[config.mk]
export PLATFORM = sky130hd
export DESIGN_NAME = agat_burst_cache
export DESIGN_NICKNAME = d
export VERILOG_FILES = /design/src/rtl/agat_cache_pkg.sv /design/src/rtl/agat_cache_store.sv /design/src/rtl/agat_burst_cache.sv
export SDC_FILE = /design/constraint.sdc
export NUM_CORES = 1
export LEC_CHECK = 0
export CORE_UTILIZATION = 37
export DETAILED_ROUTE_END_ITERATION = 8
export HOLD_SLACK_MARGIN = 0.12
export PLACE_DENSITY = 0.63
export REMOVE_ABC_BUFFERS = 1
export SLEW_MARGIN = 20
export SYNTH_ARGS = -nofsm -noshare
export SYNTH_HDL_FRONTEND = slang
export SYNTH_HIERARCHICAL = 1
export SYNTH_SLANG_ARGS = --single-unit
[constraint.sdc]
create_clock -name clk -period 6.65 [get_ports clk]
set_input_delay 0.9975 -clock clk [delete_from_list [all_inputs] [get_ports clk]]
set_output_delay 0.9975 -clock clk [all_outputs]
set_load 0.1 [all_outputs]
[src/rtl/agat_cache_pkg.sv]
// agat_cache_pkg: shared types and constants for the Agat-9 burst read cache.
package agat_cache_pkg;
    typedef enum logic [2:0] {IDLE, FILL_REQ, FILL, WR_REQ, WR_WAIT} state_t;
    localparam int LINE_WORDS = 8;
    localparam int OFFSET_W = 4;
    localparam logic [1:0] DQM_LO = 2'b10;
    localparam logic [1:0] DQM_HI = 2'b01;
    function automatic logic [7:0] byte_sel(input logic [15:0] d, input logic hi);
        return hi ? d[15:8] : d[7:0];
    endfunction
endpackage

[src/rtl/agat_cache_store.sv]
// agat_cache_store: line data array with lane-masked writes plus tag/valid arrays.
module agat_cache_store
    import agat_cache_pkg::*;
#(
    parameter int LINES = 4,
    parameter int TAG_W = 11,
    localparam int IDX_W = $clog2(LINES)
) (
    input  logic             clk,
    input  logic             n_rst,
    input  logic             flush,
    input  logic [IDX_W-1:0] idx,
    input  logic [2:0]       r_word,
    output logic [15:0]      r_data,
    output logic [TAG_W-1:0] r_tag,
    output logic             r_valid,
    input  logic             w_en,
    input  logic [2:0]       w_word,
    input  logic [1:0]       w_be,
    input  logic [15:0]      w_data,
    input  logic             set_valid,
    input  logic [TAG_W-1:0] set_tag
);
    logic [15:0]      data [LINES][LINE_WORDS];
    logic [TAG_W-1:0] tags [LINES];
    logic [LINES-1:0] valid;

    assign r_data  = data[idx][r_word];
    assign r_tag   = tags[idx];
    assign r_valid = valid[idx];

    always_ff @(posedge clk) begin
        if (w_en && w_be[0]) data[idx][w_word][7:0] <= w_data[7:0];
        if (w_en && w_be[1]) data[idx][w_word][15:8] <= w_data[15:8];
        if (set_valid) tags[idx] <= set_tag;
    end

    // flush outranks a completing fill so that line stays invalid
    always_ff @(posedge clk or negedge n_rst) begin
        if (!n_rst) valid <= '0;
        else if (flush) valid <= '0;
        else if (set_valid) valid[idx] <= 1'b1;
    end
endmodule

[src/rtl/agat_burst_cache.sv]
// agat_burst_cache: direct-mapped write-through read cache, one 8-word SDRAM burst per line fill.
module agat_burst_cache
    import agat_cache_pkg::*;
#(
    parameter int ADDR_W = 17,
    parameter int LINES = 4,
    parameter int BURST = 8
) (
    input  logic              clk,
    input  logic              n_rst,
    input  logic [ADDR_W-1:0] cpu_addr,
    input  logic              cpu_rd,
    input  logic              cpu_wr,
    input  logic [7:0]        cpu_din,
    output logic [7:0]        cpu_dout,
    output logic              n_wait,
    input  logic              flush,
    output logic [23:0]       ram_addr,
    output logic              ram_rd,
    output logic              ram_wr,
    output logic [15:0]       ram_wdata,
    output logic [1:0]        ram_dqm,
    input  logic [15:0]       ram_rdata,
    input  logic              ram_valid,
    input  logic              ram_ack
);
    localparam int IDX_W = $clog2(LINES);
    localparam int TAG_W = ADDR_W - OFFSET_W - IDX_W;
    localparam logic [2:0] LAST = 3'(BURST - 1);

    state_t            state, state_d;
    logic [ADDR_W-1:0] addr_q, addr_d, a;
    logic [2:0]        cnt, cnt_d;
    logic [7:0]        dout_d;
    logic              n_wait_d;
    logic [23:0]       ram_addr_d;
    logic [15:0]       wdata_d, r_data;
    logic [1:0]        dqm_d;
    logic [TAG_W-1:0]  r_tag;
    logic              r_valid, hit, fill;

    // IDLE decodes the live CPU address; busy states use the latched one
    assign a    = state == IDLE ? cpu_addr : addr_q;
    assign hit  = r_valid && r_tag == a[ADDR_W-1 -: TAG_W];
    assign fill = state == FILL;

    agat_cache_store #(.LINES(LINES), .TAG_W(TAG_W)) u_store (
        .clk       (clk),
        .n_rst     (n_rst),
        .flush     (flush),
        .idx       (a[OFFSET_W +: IDX_W]),
        .r_word    (a[3:1]),
        .r_data    (r_data),
        .r_tag     (r_tag),
        .r_valid   (r_valid),
        .w_en      (fill ? ram_valid : state == IDLE && cpu_wr && hit),
        .w_word    (fill ? cnt : a[3:1]),
        .w_be      (fill ? 2'b11 : ~(a[0] ? DQM_HI : DQM_LO)),
        .w_data    (fill ? ram_rdata : {cpu_din, cpu_din}),
        .set_valid (fill && ram_valid && cnt == LAST),
        .set_tag   (a[ADDR_W-1 -: TAG_W])
    );

    always_comb begin
        state_d    = state;
        addr_d     = addr_q;
        cnt_d      = cnt;
        dout_d     = cpu_dout;
        n_wait_d   = n_wait;
        ram_addr_d = ram_addr;
        wdata_d    = ram_wdata;
        dqm_d      = ram_dqm;
        case (state)
            IDLE:
                if (cpu_wr) begin
                    state_d    = WR_REQ;
                    n_wait_d   = 1'b0;
                    ram_addr_d = 24'(a[ADDR_W-1:1]);
                    wdata_d    = {cpu_din, cpu_din};
                    dqm_d      = a[0] ? DQM_HI : DQM_LO;
                end else if (cpu_rd && hit) begin
                    dout_d = byte_sel(r_data, a[0]);
                end else if (cpu_rd) begin
                    state_d    = FILL_REQ;
                    n_wait_d   = 1'b0;
                    addr_d     = cpu_addr;
                    ram_addr_d = 24'({a[ADDR_W-1:OFFSET_W], 3'b000});
                end
            FILL_REQ: begin
                state_d = FILL;
                cnt_d   = '0;
            end
            FILL:
                if (ram_valid) begin
                    cnt_d = cnt + 3'd1;
                    if (cnt == LAST) begin
                        state_d  = IDLE;
                        n_wait_d = 1'b1;
                        dout_d   = byte_sel(a[3:1] == LAST ? ram_rdata : r_data, a[0]);
                    end
                end
            WR_REQ: state_d = WR_WAIT;
            WR_WAIT:
                if (ram_ack) begin
                    state_d  = IDLE;
                    n_wait_d = 1'b1;
                    dqm_d    = 2'b11;
                end
            default: state_d = IDLE;
        endcase
    end

    always_ff @(posedge clk or negedge n_rst) begin
        if (!n_rst) begin
            state     <= IDLE;
            addr_q    <= '0;
            cnt       <= '0;
            cpu_dout  <= '0;
            n_wait    <= 1'b1;
            ram_addr  <= '0;
            ram_rd    <= 1'b0;
            ram_wr    <= 1'b0;
            ram_wdata <= '0;
            ram_dqm   <= 2'b11;
        end else begin
            state     <= state_d;
            addr_q    <= addr_d;
            cnt       <= cnt_d;
            cpu_dout  <= dout_d;
            n_wait    <= n_wait_d;
            ram_addr  <= ram_addr_d;
            ram_rd    <= state_d == FILL_REQ;
            ram_wr    <= state_d == WR_REQ;
            ram_wdata <= wdata_d;
            ram_dqm   <= dqm_d;
        end
    end
endmodule

# Yosys cells after proc, flatten, opt, wreduce, memory -nomap -nowiden

Memory sizes are Yosys's and may differ from the RTL's.
Cells that the tools add are included.

Memory bits (read-only): 0
Memories kept: 2
Bits in latches: 0
Bits in writable memories: 556
Flip-flop bits (word level): 80
Word-level logic and storage cells: 378

Memories:

| memory       | depth | width | rd ports | clocked after Yosys merged registers in | write ports | line                   | RTL |
|---|---|---|---|---|---|---|---|
| u_store.data | 4     | 128   | 1        | 0                                       | 1           | agat_cache_store.sv:24 | `logic [15:0] data [LINES][LINE_WORDS];` |
| u_store.tags | 4     | 11    | 1        | 0                                       | 1           | agat_cache_store.sv:25 | `logic [TAG_W-1:0] tags [LINES];` |

Magnitude comparators: 5
Mux-type cells: 183
Reduce and logical (&&, ||, !) cells: 24
Div/mod/pow operators: 0
Bitwise gates (word level): 134
Equality and inequality tests: 18
Multipliers: 0
Add/subtract/negate cells: 1
Shift-type cells: 0

Operators by type and width:

| cell                                                                  | count |
|---|---|
| 128-bit 2-to-1 mux                                                    | 2 |
| 1-bit 2-to-1 mux                                                      | 141 |
| 1-bit OR                                                              | 128 |
| 16-bit demux with 3-bit select                                        | 2 |
| 16-bit 2-to-1 mux                                                     | 5 |
| 24-bit 2-to-1 mux                                                     | 3 |
| 8-bit 2-to-1 mux                                                      | 7 |
| 16-bit binary-select mux with 3-bit select                            | 1 |
| 3-bit 2-to-1 mux                                                      | 8 |
| 17-bit 2-to-1 mux                                                     | 1 |
| 8-bit case mux with 2 select lines                                    | 1 |
| 3-bit case mux with 5 select lines                                    | 1 |
| 11-bit equality test                                                  | 1 |
| 1-bit logical AND                                                     | 10 |
| 2-bit != test, second input constant                                  | 5 |
| 2-bit nonzero test                                                    | 5 |
| 3-bit by 2-bit equality test with 1-bit output, second input constant | 3 |
| 3-bit equality test, second input constant                            | 3 |
| 4-bit >= comparator, second input constant                            | 2 |
| 2-bit 2-to-1 mux                                                      | 4 |
| 4-bit 2-to-1 mux                                                      | 2 |
| 3-bit NOT with 4-bit output                                           | 2 |
| 3-bit by 1-bit equality test with 1-bit output, second input constant | 2 |
| 3-bit != test, second input constant                                  | 2 |
| 20 further kinds                                                      | 24 |

# Logic depth before layout (Yosys ltp)

Word-level depth: 11
Depth in mapped cells: 21
Mapped depth without buffers: 13

# Modules after synthesis

Netlist, hierarchy kept.

By module, submodules not included:

| module           | cells an instance | seq. area each (µm²) | area an instance (µm²) | times used |
|---|---|---|---|---|
| agat_cache_store | 987               | 16,796.1             | 21,608.2               | 1 |
| agat_burst_cache | 412               | 1,505.2              | 3,719.8                | 1 |

# Worst setup path after synthesis

OpenSTA, ideal clock, no wires.

Path kind: register -> register
Start: register state[2]
End: memory u_store/data[0][40] (netlist name), enable pin
Library setup time: 370 ps
Cell stages (with the launch flop): 22
Required time: 6,280 ps
Path slack: 1,178 ps
Path buffers: 8
Arrival: 5,101 ps
Period minus slack after synthesis: 5,472 ps
Path through: dfrtp_1 > buf_2 > nor3_2 > buf_2 > clkbuf_1 > nand2_1 > nand2_1 > buf_4 > buf_6 > buf_4 > buf_4 > buf_4 > mux4_2 > or2_2 > a2111oi_0 > nor2_1 > a21oi_2 > nand3_1 > o21ai_0 > and3b_1 > nand3_1 > nor2_1

Longest elaborated chain between the ends: 11
Elaborated cells between the ends (all ways): 29

RTL lines:

| element                                      | line                                           | RTL |
|---|---|---|
| start: declaration                           | agat_burst_cache.sv:31                         | `state_t state, state_d;` |
| start signal: assignment                     | agat_burst_cache.sv:126                        | `state <= state_d;` |
| 3-bit logical NOT *                          | agat_burst_cache.sv:43                         | `assign a = state == IDLE ? cpu_addr : addr_q;` |
| 17-bit 2-to-1 mux *                          | agat_burst_cache.sv:43                         |  |
| via a[4]                                     | agat_burst_cache.sv:32                         | `logic [ADDR_W-1:0] addr_q, addr_d, a;` |
| memory 4 x 11 bit *                          | --                                             |  |
| via r_tag[5]                                 | agat_burst_cache.sv:39                         | `logic [TAG_W-1:0] r_tag;` |
| 11-bit equality test *                       | agat_burst_cache.sv:44                         | `assign hit = r_valid && r_tag == a[ADDR_W-1 -: TAG_W];` |
| 1-bit logical AND *                          | agat_burst_cache.sv:44                         |  |
| 1-bit logical AND *                          | agat_burst_cache.sv:56                         | `.w_en (fill ? ram_valid : state == IDLE && cpu_wr && hit),` |
| 1-bit 2-to-1 mux *                           | agat_burst_cache.sv:56                         |  |
| 1-bit logical AND, on equally long branches  | agat_cache_store.sv:33, agat_cache_store.sv:34 |  |
| 1-bit 2-to-1 mux, on equally long branches   | agat_cache_store.sv:33, agat_cache_store.sv:34 |  |
| 128-bit 2-to-1 mux, on equally long branches | agat_cache_store.sv:33, agat_cache_store.sv:34 |  |
| 1-bit OR (no source line) *                  | --                                             |  |
| end: declaration                             | agat_cache_store.sv:24                         |  |

The timed path passes the listed nets; every way through them passes the cells marked *. The select of a mux whose other input is x is not followed.

# Final worst setup path

Start: register state[0]
End: memory u_store/data[2][69] (netlist name), enable pin

The elaborated chain is that of the path after synthesis.

==> impl_metrics.env <==
export IMPL_netlist_top_cells_area="edfxtp_1, mux4_2, dfrtp_1, nand2_1, mux2_2"
export IMPL_path_class="register to register"
export IMPL_status="complete, no violations"
export IMPL_cts_buffers=60
export IMPL_setup_viol=0
export IMPL_synth_warnings=6
export IMPL_regArea_um2=18300
export IMPL_ant_nets=0
export IMPL_final_hold_violation_count=0
export IMPL_coreArea_um2=67400
export IMPL_ios=101
export IMPL_clock_latency_ps=640
export IMPL_synth_area_um2=25330
export IMPL_skew_ps=23.97
export IMPL_power_leakage_nw=10.05
export IMPL_syn_area_per_cell_um2=18.10
export IMPL_gp_congestion=0.8541
export IMPL_min_period_over_period=0.7857
export IMPL_synth_edf_count=556
export IMPL_required_ps=6930
export IMPL_ys_seq_area_frac=0.7226
export IMPL_cts_clk_slew_worst_paths_ps=60
export IMPL_reg2reg_slack_ps=1420
export IMPL_area_delta_synth_final_pct=16.94
export IMPL_wirelength_um=62760
export IMPL_cp_arrival_ps=5500
export IMPL_port_buffers=92
export IMPL_drc_errors=0
export IMPL_slew_viol_final=0
export IMPL_drtIter0Drc=1375
export IMPL_worst_setup_path_end_kind="register"
export IMPL_root_buffer="clkbuf_16"
export IMPL_synth_cells=1399
export IMPL_path_max_fanout=38
export IMPL_maxCapViolations=0
export IMPL_post_cts_buffers=0
export IMPL_hold_buffers=0
export IMPL_synth_top_area_frac=0.6592
export IMPL_cts_buffer_depth=3
export IMPL_synthFlopType="edfxtp_1"
export IMPL_synth_distinct_cells=61
export IMPL_rsz0062_at_grt="no"
export IMPL_post_cts_resized=0
export IMPL_vias=13679
export IMPL_fin_nets=1612
export IMPL_ctsHtreeMaxLevel=2
export IMPL_final_util=0.4395
export IMPL_grt_pass1_wl_um=93960
export IMPL_die_w_um=263.6
export IMPL_tightest_slew_ps=1203
export IMPL_cts_tree="yes"
export IMPL_dp_hpwl_um=40290
export IMPL_max_clock_freq_mhz=191.4
export IMPL_initial_core_util=0.3758
export IMPL_multi_input_area_um2=6583
export IMPL_post_place_ws_ps=1058
export IMPL_mostFrequentLayoutCells="edfxtp_1, nand2_1, mux4_2"
export IMPL_drive_above_1_share=0.2519
export IMPL_placedCellCount=2372
export IMPL_yosysTopAreaCell="edfxtp_1"
export IMPL_dieArea_um2=69500
export IMPL_max_vdd_ir_drop_mv=0.4194
export IMPL_fin_tns_setup_ps=0
export IMPL_final_common_cell="edfxtp_1"
export IMPL_synth_seq_cells=620
export IMPL_fillers=5746
export IMPL_slew_headroom=0.1973
export IMPL_clock_sinks=620
export IMPL_finalWorstSetupSlack_ps=1425
export IMPL_antenna_found_initial=0
export IMPL_p_total_w=0.01584
export IMPL_power_density_nw_per_um2=534.7
export IMPL_wl_per_cell_um=25.25
export IMPL_die_h_um=263.6
export IMPL_overflow=0
export IMPL_stdcell_count=2486
export IMPL_grtUsageTotal=0.1823
export IMPL_fin_crit_ps=5225
export IMPL_vias_per_cell=5.502
export IMPL_grt_max_degree=126
export IMPL_hold_path_class="input port to asynchronous set/reset pin"
export IMPL_synthArstFlopShare=0.1032
export IMPL_startpoint_type="register"
export IMPL_rows=95
export IMPL_drt_pass1_iter_count=7
export IMPL_grt_pass1_vias=13800
==> sequential cells by signal, indices dropped and copies added (netlist names) <==
signal / count
ram_dqm: 2
ram_rd: 1
addr_q: 17
cnt: 3
ram_addr: 16
u_store/valid: 4
ram_wr: 1
u_store/tags: 44
state: 3
n_wait: 1
cpu_dout: 8
ram_wdata: 8
u_store/data: 512
==> logic make-up (layout without fill, tap and decap cells) <==
logic type / count (synthesis) / in the layout / share of synthesized area
muxes: 225 / 225 / 0.1625
xor gates and xnor gates: 12 / 12 / 0.004150
DFF: 620 / 620 / 0.7226
adders and majority gates: 2 / 2 / 0.0009878
other: 1 / 9 / 0.0001481
buffers and inverters: 103 / 309 / 0.02193
AOI/OAI and AO/OA: 89 / 89 / 0.03078
and+or+nand+nor: 347 / 347 / 0.05696
==> area by class of cell <==
| type | count | area share |
|---|---|---|
| Antenna cell | 1 | 0.00008449 |
| Clock buffer | 72 | 0.05221 |
| Clock inverter | 40 | 0.01386 |
| Inverter | 15 | 0.001901 |
| Multi-Input combinational cell | 683 | 0.2222 |
| Sequential cell | 620 | 0.6179 |
| Tap cell | 873 | 0.03688 |
| Timing Repair Buffer | 182 | 0.05492 |
==> critical path, cell delays in order, from the launching register on <==
cell and delay [ps]:
dfrtp_1 570, nor3_4 270, buf_4 350, nand2_1 140, nand2_4 290, buf_4 610
mux4_2 460, xor2_1 160, o21ai_0 160, and3_1 260, nand3_1 110, o21ai_0 250
buf_4 220, and3_1 260, nand2_1 160, nor2_1 580
==> per-stage QoR <==
step	hold WS [ps]	instance area, um2
after floorplan	460.8	24860
after global placement	478.7	27620
after detailed placement	477.6	27630
after CTS	488.8	29580
after global routing	497.4	29620
final	486.7	29620
==> metal layers <==
metal  GRT usage  wire length, um  vias up
li1            -                -     5832
met1      0.2631            27030     7134
met2      0.2862            29640      632
met3     0.03227             4856       79
met4     0.04536             1224        2
met5           0               11        -
==> cell usage after synthesis, types with 2 or more instances <==
library cell  instances
a21oi_2               2
a32o_1                8
o32ai_1               9
nand2_1             188
buf_2                24
xor2_1                9
a32oi_1               2
buf_1                 2
buf_6                 4
o22ai_1               2
a31oi_1              12
dfstp_2               3
o221ai_1              9
inv_1                15
o22a_1                2
and3_1                5
nand3_1              10
nor4_1                4
clkbuf_1             29
nor3_1                7
dfrtp_1              61
mux2i_1              35
a221oi_1              3
a222oi_1              5
nand2b_1              4
a211oi_1              2
mux4_2              141
mux2_2               39
edfxtp_1            556
ha_1                  2
a221o_1               7
mux2_4               10
buf_4                29
nor2_1              105
or3_1                 3
xnor2_1               3
o21ai_0               8
nor2b_1               8
a22o_1                3
or2_2                 5
a21oi_1               3
and3b_1               2
==> final timing paths <==
kind / from / endpoint / cells past startpoint
max reg2reg: state[0] / u_store/data[2][69] / 15
max in group asynchronous: n_rst / ram_wdata[12] / 1
min reg2reg: n_wait / n_wait / 1
min: n_rst / ram_addr[3] / 1
min in group clk: n_wait / n_wait / 1
max: state[0] / u_store/data[2][69] / 15
==> where the power goes <==
group | total (W) | leakage (nW) | internal, W | switching, W
Combinational | 0.00717 | 3.29 | 0.00247 | 0.00470
Clock | 0.00339 | 0.947 | 0.00194 | 0.00146
Sequential | 0.00528 | 5.81 | 0.00511 | 0.000173
Power figures use the tool's default switching activity.
